<file path="src/rtl/srl_fifo_pkg.sv">
// Shared definitions for the SRL FIFO controller: push/pop operation encoding
// and the occupancy-width helper.
package srl_fifo_pkg;

    // Operation code is {pop, push}.
    localparam logic [1:0] NOP     = 2'b00;
    localparam logic [1:0] PUSH    = 2'b01;
    localparam logic [1:0] POP     = 2'b10;
    localparam logic [1:0] PUSHPOP = 2'b11;

    // Bits needed to hold an occupancy value in 0..depth.
    function automatic int occ_width(input int depth);
        return $clog2(depth + 1);
    endfunction

endpackage

</file>
<file path="src/rtl/srl_fifo_ctrl_if.sv">
// Write/read port bundle of the SRL FIFO controller.
// Optional almost-full/almost-empty flags are present when SRL_FIFO_CTRL_ALMOST_EN is defined.
interface srl_fifo_ctrl_if #(
    parameter int DATA_WIDTH = 1,
    parameter int ADDR_WIDTH = 4
);

    // A push happens on a rising edge where if_write & if_write_ce & if_full_n are all high;
    // a pop happens where if_read & if_read_ce & if_empty_n are all high. if_dout always
    // shows the oldest entry (fall-through), so a pop consumes the value visible that cycle.
    logic                  if_write_ce;
    logic                  if_write;
    logic [DATA_WIDTH-1:0] if_din;
    logic                  if_full_n;
    logic                  if_read_ce;
    logic                  if_read;
    logic [DATA_WIDTH-1:0] if_dout;
    logic                  if_empty_n;
    logic [ADDR_WIDTH:0]   if_count;
`ifdef SRL_FIFO_CTRL_ALMOST_EN
    logic                  if_almost_full_n;
    logic                  if_almost_empty_n;
`endif

`ifdef SRL_FIFO_CTRL_ALMOST_EN
    modport master (
        output if_write_ce, if_write, if_din, if_read_ce, if_read,
        input  if_full_n, if_dout, if_empty_n, if_count,
        input  if_almost_full_n, if_almost_empty_n
    );
    modport slave (
        input  if_write_ce, if_write, if_din, if_read_ce, if_read,
        output if_full_n, if_dout, if_empty_n, if_count,
        output if_almost_full_n, if_almost_empty_n
    );
`else
    modport master (
        output if_write_ce, if_write, if_din, if_read_ce, if_read,
        input  if_full_n, if_dout, if_empty_n, if_count
    );
    modport slave (
        input  if_write_ce, if_write, if_din, if_read_ce, if_read,
        output if_full_n, if_dout, if_empty_n, if_count
    );
`endif

endinterface

</file>
<file path="src/rtl/srl_fifo_shiftreg.sv">
// FIFO storage: write-enabled shift chain with an addressed combinational read.
// Entry 0 is the newest word; no reset so it maps onto SRL primitives.
module srl_fifo_shiftreg
    import srl_fifo_pkg::*;
#(
    parameter int DATA_WIDTH = 1,
    parameter int ADDR_WIDTH = 4,
    parameter int DEPTH      = 16
) (
    input  logic                  clk,
    input  logic                  shift_en_i,
    input  logic [DATA_WIDTH-1:0] data_i,
    input  logic [ADDR_WIDTH-1:0] addr_i,
    output logic [DATA_WIDTH-1:0] data_o
);

    logic [DATA_WIDTH-1:0] mem_q [DEPTH];

    always_ff @(posedge clk) begin
        if (shift_en_i) begin
            mem_q[0] <= data_i;
            for (int i = 1; i < DEPTH; i++) begin
                mem_q[i] <= mem_q[i-1];
            end
        end
    end

    // Addresses beyond DEPTH only occur when the FIFO is empty; return zero there.
    always_comb begin
        data_o = '0;
        if (int'(addr_i) < DEPTH) begin
            data_o = mem_q[addr_i];
        end
    end

endmodule

</file>
<file path="src/rtl/srl_fifo_ctrl.sv">
// First-word fall-through FIFO controller around an SRL shift chain.
// Define SRL_FIFO_CTRL_ALMOST_EN to add the registered almost-full/almost-empty flags.
module srl_fifo_ctrl
    import srl_fifo_pkg::*;
#(
    parameter int DATA_WIDTH = 1,
    parameter int ADDR_WIDTH = 4,
    parameter int DEPTH      = 16
`ifdef SRL_FIFO_CTRL_ALMOST_EN
    ,
    parameter int AF_LEVEL   = DEPTH - 2,
    parameter int AE_LEVEL   = 1
`endif
) (
    input  logic           clk,
    input  logic           reset_n,
    srl_fifo_ctrl_if.slave fifo
);

    localparam int OCC_W = occ_width(DEPTH);

    logic [OCC_W-1:0]      count_q, count_d;
    logic                  full_n_q, full_n_d;
    logic                  empty_n_q, empty_n_d;
    logic                  push, pop;
    logic [1:0]            op;
    logic [ADDR_WIDTH-1:0] rd_addr;
    logic [DATA_WIDTH-1:0] rd_data;

    // Flags are registered, so gating on them gives the legal operation at full/empty.
    assign push = fifo.if_write & fifo.if_write_ce & full_n_q;
    assign pop  = fifo.if_read  & fifo.if_read_ce  & empty_n_q;
    assign op   = {pop, push};

    always_comb begin
        count_d = count_q;
        case (op)
            PUSH:    count_d = count_q + OCC_W'(1);
            POP:     count_d = count_q - OCC_W'(1);
            default: count_d = count_q;
        endcase
    end

    assign full_n_d  = (count_d != OCC_W'(DEPTH));
    assign empty_n_d = (count_d != '0);

    always_ff @(posedge clk) begin
        if (!reset_n) begin
            count_q   <= '0;
            full_n_q  <= 1'b1;
            empty_n_q <= 1'b0;
        end else begin
            count_q   <= count_d;
            full_n_q  <= full_n_d;
            empty_n_q <= empty_n_d;
        end
    end

    // Oldest word sits at count-1; a push shifts it one place deeper as count grows,
    // and a push+pop shifts while the address holds, exposing the next-oldest word.
    assign rd_addr = ADDR_WIDTH'(count_q - OCC_W'(1));

    srl_fifo_shiftreg #(
        .DATA_WIDTH (DATA_WIDTH),
        .ADDR_WIDTH (ADDR_WIDTH),
        .DEPTH      (DEPTH)
    ) u_storage (
        .clk        (clk),
        .shift_en_i (push & reset_n),
        .data_i     (fifo.if_din),
        .addr_i     (rd_addr),
        .data_o     (rd_data)
    );

    assign fifo.if_dout    = empty_n_q ? rd_data : '0;
    assign fifo.if_full_n  = full_n_q;
    assign fifo.if_empty_n = empty_n_q;
    assign fifo.if_count   = (ADDR_WIDTH+1)'(count_q);

`ifdef SRL_FIFO_CTRL_ALMOST_EN
    logic almost_full_n_q, almost_empty_n_q;

    always_ff @(posedge clk) begin
        if (!reset_n) begin
            almost_full_n_q  <= 1'b1;
            almost_empty_n_q <= 1'b0;
        end else begin
            almost_full_n_q  <= !(int'(count_d) >= AF_LEVEL);
            almost_empty_n_q <= !(int'(count_d) <= AE_LEVEL);
        end
    end

    assign fifo.if_almost_full_n  = almost_full_n_q;
    assign fifo.if_almost_empty_n = almost_empty_n_q;
`endif

endmodule

</file>
<file path="src/flat_wrapper.sv">
// flat-port wrapper written by rule: the top's interface ports become plain ports
module srl_fifo_ctrl_flat import srl_fifo_pkg::*;
#(
    parameter int DATA_WIDTH = 1,
    parameter int ADDR_WIDTH = 4,
    parameter int DEPTH      = 16

)
  (clk, reset_n, fifo_if_write_ce, fifo_if_write, fifo_if_din, fifo_if_read_ce, fifo_if_read, fifo_if_full_n, fifo_if_dout, fifo_if_empty_n, fifo_if_count);
  srl_fifo_ctrl_if #(.DATA_WIDTH(DATA_WIDTH), .ADDR_WIDTH(ADDR_WIDTH)) fifo_i ();
  input  logic clk;
  input  logic reset_n;
  input wire logic [$bits(fifo_i.if_write_ce)-1:0] fifo_if_write_ce;
  input wire logic [$bits(fifo_i.if_write)-1:0] fifo_if_write;
  input wire logic [$bits(fifo_i.if_din)-1:0] fifo_if_din;
  input wire logic [$bits(fifo_i.if_read_ce)-1:0] fifo_if_read_ce;
  input wire logic [$bits(fifo_i.if_read)-1:0] fifo_if_read;
  output wire logic [$bits(fifo_i.if_full_n)-1:0] fifo_if_full_n;
  output wire logic [$bits(fifo_i.if_dout)-1:0] fifo_if_dout;
  output wire logic [$bits(fifo_i.if_empty_n)-1:0] fifo_if_empty_n;
  output wire logic [$bits(fifo_i.if_count)-1:0] fifo_if_count;
  assign fifo_i.if_write_ce = fifo_if_write_ce;
  assign fifo_i.if_write = fifo_if_write;
  assign fifo_i.if_din = fifo_if_din;
  assign fifo_i.if_read_ce = fifo_if_read_ce;
  assign fifo_i.if_read = fifo_if_read;
  assign fifo_if_full_n = fifo_i.if_full_n;
  assign fifo_if_dout = fifo_i.if_dout;
  assign fifo_if_empty_n = fifo_i.if_empty_n;
  assign fifo_if_count = fifo_i.if_count;
  srl_fifo_ctrl #(.DATA_WIDTH(DATA_WIDTH), .ADDR_WIDTH(ADDR_WIDTH), .DEPTH(DEPTH)) u_core (.clk(clk), .reset_n(reset_n), .fifo(fifo_i));
endmodule
</file>
<file path="config.mk">
export PLATFORM = sky130hd
export DESIGN_NAME = srl_fifo_ctrl_flat
export DESIGN_NICKNAME = d
export VERILOG_FILES = /design/src/rtl/srl_fifo_pkg.sv /design/src/rtl/srl_fifo_ctrl_if.sv /design/src/rtl/srl_fifo_shiftreg.sv /design/src/rtl/srl_fifo_ctrl.sv /design/src/flat_wrapper.sv
export SDC_FILE = /design/constraint.sdc
export NUM_CORES = 1
export LEC_CHECK = 0
export CAP_MARGIN = 15
export CELL_PAD_IN_SITES_DETAIL_PLACEMENT = 1
export CELL_PAD_IN_SITES_GLOBAL_PLACEMENT = 2
export CORE_AREA = 2 2 60 62
export DETAILED_ROUTE_END_ITERATION = 10
export DIE_AREA = 0 0 62 64
export GPL_ROUTABILITY_DRIVEN = 0
export PLACE_DENSITY_LB_ADDON = 0.12
export SYNTH_ARGS = -nofsm -noshare
export SYNTH_HDL_FRONTEND = slang
export SYNTH_HIERARCHICAL = 1
export SYNTH_SLANG_ARGS = --single-unit
</file>
<file path="constraint.sdc">
create_clock -name clk -period 2.2 [get_ports clk]
set_input_delay 0.22 -clock clk [delete_from_list [all_inputs] [get_ports clk]]
set_output_delay 0.22 -clock clk [all_outputs]
set_load 0.02 [all_outputs]
</file>
==> metrics.cfg <==
[synthesis]
synthMuxAreaShare_pct = 14.7
synth_top_flop_cell = edfxtp_1
synth_cells = 87
synth_nets = 98
synth_top_family_by_area = multiplexers
synthAdderAreaFrac_pct = 4.29
yosysWarnings = 6
syn_area_per_cell_um2 = 13.4
synth_area_um2 = 1170
synth_xor_area_share_pct = 2.25
yosys.area_share.simple_pct = 12.5
synth-seq-area-share_pct = 53.2
synth_compound_area_share_pct = 8.57
synthArstFlopShare_pct = 0
synth_edf_count = 16
ys_ff_latch = 23
ys_types = 34

[floorplanning]
core_area_um2 = 3280
die_area_um2 = 3970
die_width_um = 62
rows = 21
io_pins = 15
initial_core_util_pct = 35.5
die_h_um = 64

[final_layout]
nets = 126
final_cells = 160
n_antenna_cell = 0
area_growth_pct = 26.6
layout-drive-gt1-share_pct = 29.8
mostFrequentLayoutCell = edfxtp_1
final_cell_area_um2 = 1480
final_cell_mix = edfxtp_1 (16), clkdlybuf4s50_1 (13), buf_4 (11)

[clocking]
cts-htree-levels = 1
cts_tree = yes
ctsHoldBuffers = 0
clk_path_buf_depth = 2
clock_sinks = 23
root_buffer = clkbuf_4
cts_buffers = 3
clock_insertion_delay_worst_skew_ns = 0.31
path_clk_slew_ns = 0.13

[timing]
fmax_mhz = 472
whs_ns = 0.452
drv_slew = 0
hold_violations = 0
skew_ns = 0.00210
finalSetupTns_ns = 0
worstMarginPinSlew_ns = 0.318
setup_viol = 0
finalCriticalPeriod_ns = 2.12
post-route-period-util_pct = 96.2
rsz0062_at_grt = true
relSlewSlack_pct = 78.8

[global_routing]
grt_pass1_vias = 765
grt_max_degree = 17
grt_pass1_wl_mm = 3.84
grt_util_all_layers_pct = 13.6
antenna_found_initial = 0
grt-ovfl-total = 0

[run]
maxCapViolations = 0

[worst_hold_path]
min_to = u_core/u_storage/mem_q[0]
hold_path.startpoint = fifo_if_din
min_path_type = input port to flop
whs_path_depth = 1

[critical_path]
slowest_delay_ns = 0.49
r2r_start = u_core/fifo.if_empty_n
r2r_setup_slack_ns = 0.20
crit_arrival_ns = 1.90
reg2reg_to = u_core/fifo.if_empty_n
start_kind = flop
path_cells = inv_2, buf_6, mux4_2, mux2i_1, mux2i_1, and2_1, buf_6
critPathRequiredTime_ns = 1.98
cp-end-kind = primary output
cp_slowest_cell = mux4_2
r2r.worst_path.cells = 7
crit_type = flop to primary output
path_max_fanout = 5
cpLargestDelayFamily = multiplexers
cp.buffers_inverters = 3

[routing]
wl_per_cell_um = 15.1
routed_wl_mm = 2.41
drt_iter0_drc = 34
drtPass1Iterations = 2
via_per_inst = 4.86
drc_errors = 0
vias = 778
ant_nets = 0

[place]
place_area_um2 = 1420
place_inst = 155
dp_hpwl_mm = 1.79
port_buffers = 14

[pwr]
power_density_nw_per_um2 = 546
p_leak_nw = 0.570
peakVddDrop_mv = 0.260

[status]
status = completed

routing by layer:
metal	wire length (µm)	track usage [%]	up-vias
met5	0	0	-
met4	20	4.79	0
met3	49	3.64	2
met2	1040	17.8	9
met1	1300	21.0	392
li1	-	-	375
per-stage QoR:
stage	utilization (%)	total power [mW]	setup slack, ns
3_3_place_gp	43.3	0.600	-0.0320
3_5_place_dp	43.3	0.602	-0.0739
5_1_grt	45.0	0.847	-0.0378
2_1_floorplan	-	0.556	0.0963
4_1_cts	44.3	0.813	0.000707
6_report	45.0	0.806	0.0832
repair_timing:
item	CTS	global route
buffers inserted	0	1
hold endpoints to repair	0	0
setup endpoints to repair	1	1
gates resized for setup	11	8
power by group:
part | switching, mW | leakage, nW | internal [mW]
Combinational | 0.0562 | 0.352 | 0.0647
Sequential | 0.00686 | 0.205 | 0.473
Clock | 0.137 | 0.0139 | 0.0694
cell families after synthesis:
| group | count (synthesis) |
|---|---|
| xor+xnor | 3 |
| fa+ha+maj | 4 |
| flops | 23 |
| mux | 10 |
| simple gates | 25 |
| buf+inv | 10 |
| compound gates | 12 |
synth_stat cells (2+ instances only):
master / n / area, µm²
o21ai_0: 2 / 10.0
nor2_1: 4 / 15.0
ha_1: 4 / 50.1
buf_4: 2 / 15.0
inv_1: 7 / 26.3
a21oi_1: 3 / 15.0
nor2b_1: 2 / 12.5
mux4_1: 4 / 105
and2_1: 3 / 18.8
nand2_1: 2 / 7.51
xor2_1: 3 / 26.3
edfxtp_1: 16 / 480
nand3_1: 4 / 20.0
dfxtp_1: 7 / 140
mux2i_1: 4 / 40.0
nor3_1: 2 / 10.0
area by class of cell:
| class | instances | area, µm² |
|---|---|---|
| repair buffers | 26 | 235 |
| flip-flops and latches | 23 | 623 |
| multi-input cells | 54 | 505 |
| fillers | 350 | 1810 |
| clock buffers | 3 | 22.5 |
| inverters | 7 | 26.3 |
| well taps | 46 | 57.6 |
| clock inverters | 1 | 7.51 |
registers in the layout, indices dropped and copies added, names as in the netlist:
| signal | flops |
|---|---|
| u_core/fifo.if_count | 5 |
| u_core/fifo.if_empty_n | 1 |
| u_core/fifo.if_full_n | 1 |
| u_core/u_storage/mem_q | 16 |
worst max path at each step:
stage | start | to | cells after the start
after global placement | fifo_if_write | u_core/fifo.if_empty_n | 8
final | u_core/fifo.if_count[0] | fifo_if_dout | 7
after CTS | u_core/fifo.if_count[0] | fifo_if_dout | 7
after global routing | u_core/fifo.if_count[0] | fifo_if_dout | 7
after floorplan | u_core/fifo.if_count[0] | fifo_if_dout | 7
after detailed placement | fifo_if_write | u_core/fifo.if_empty_n | 8
(Power assumes the default switching activity.)
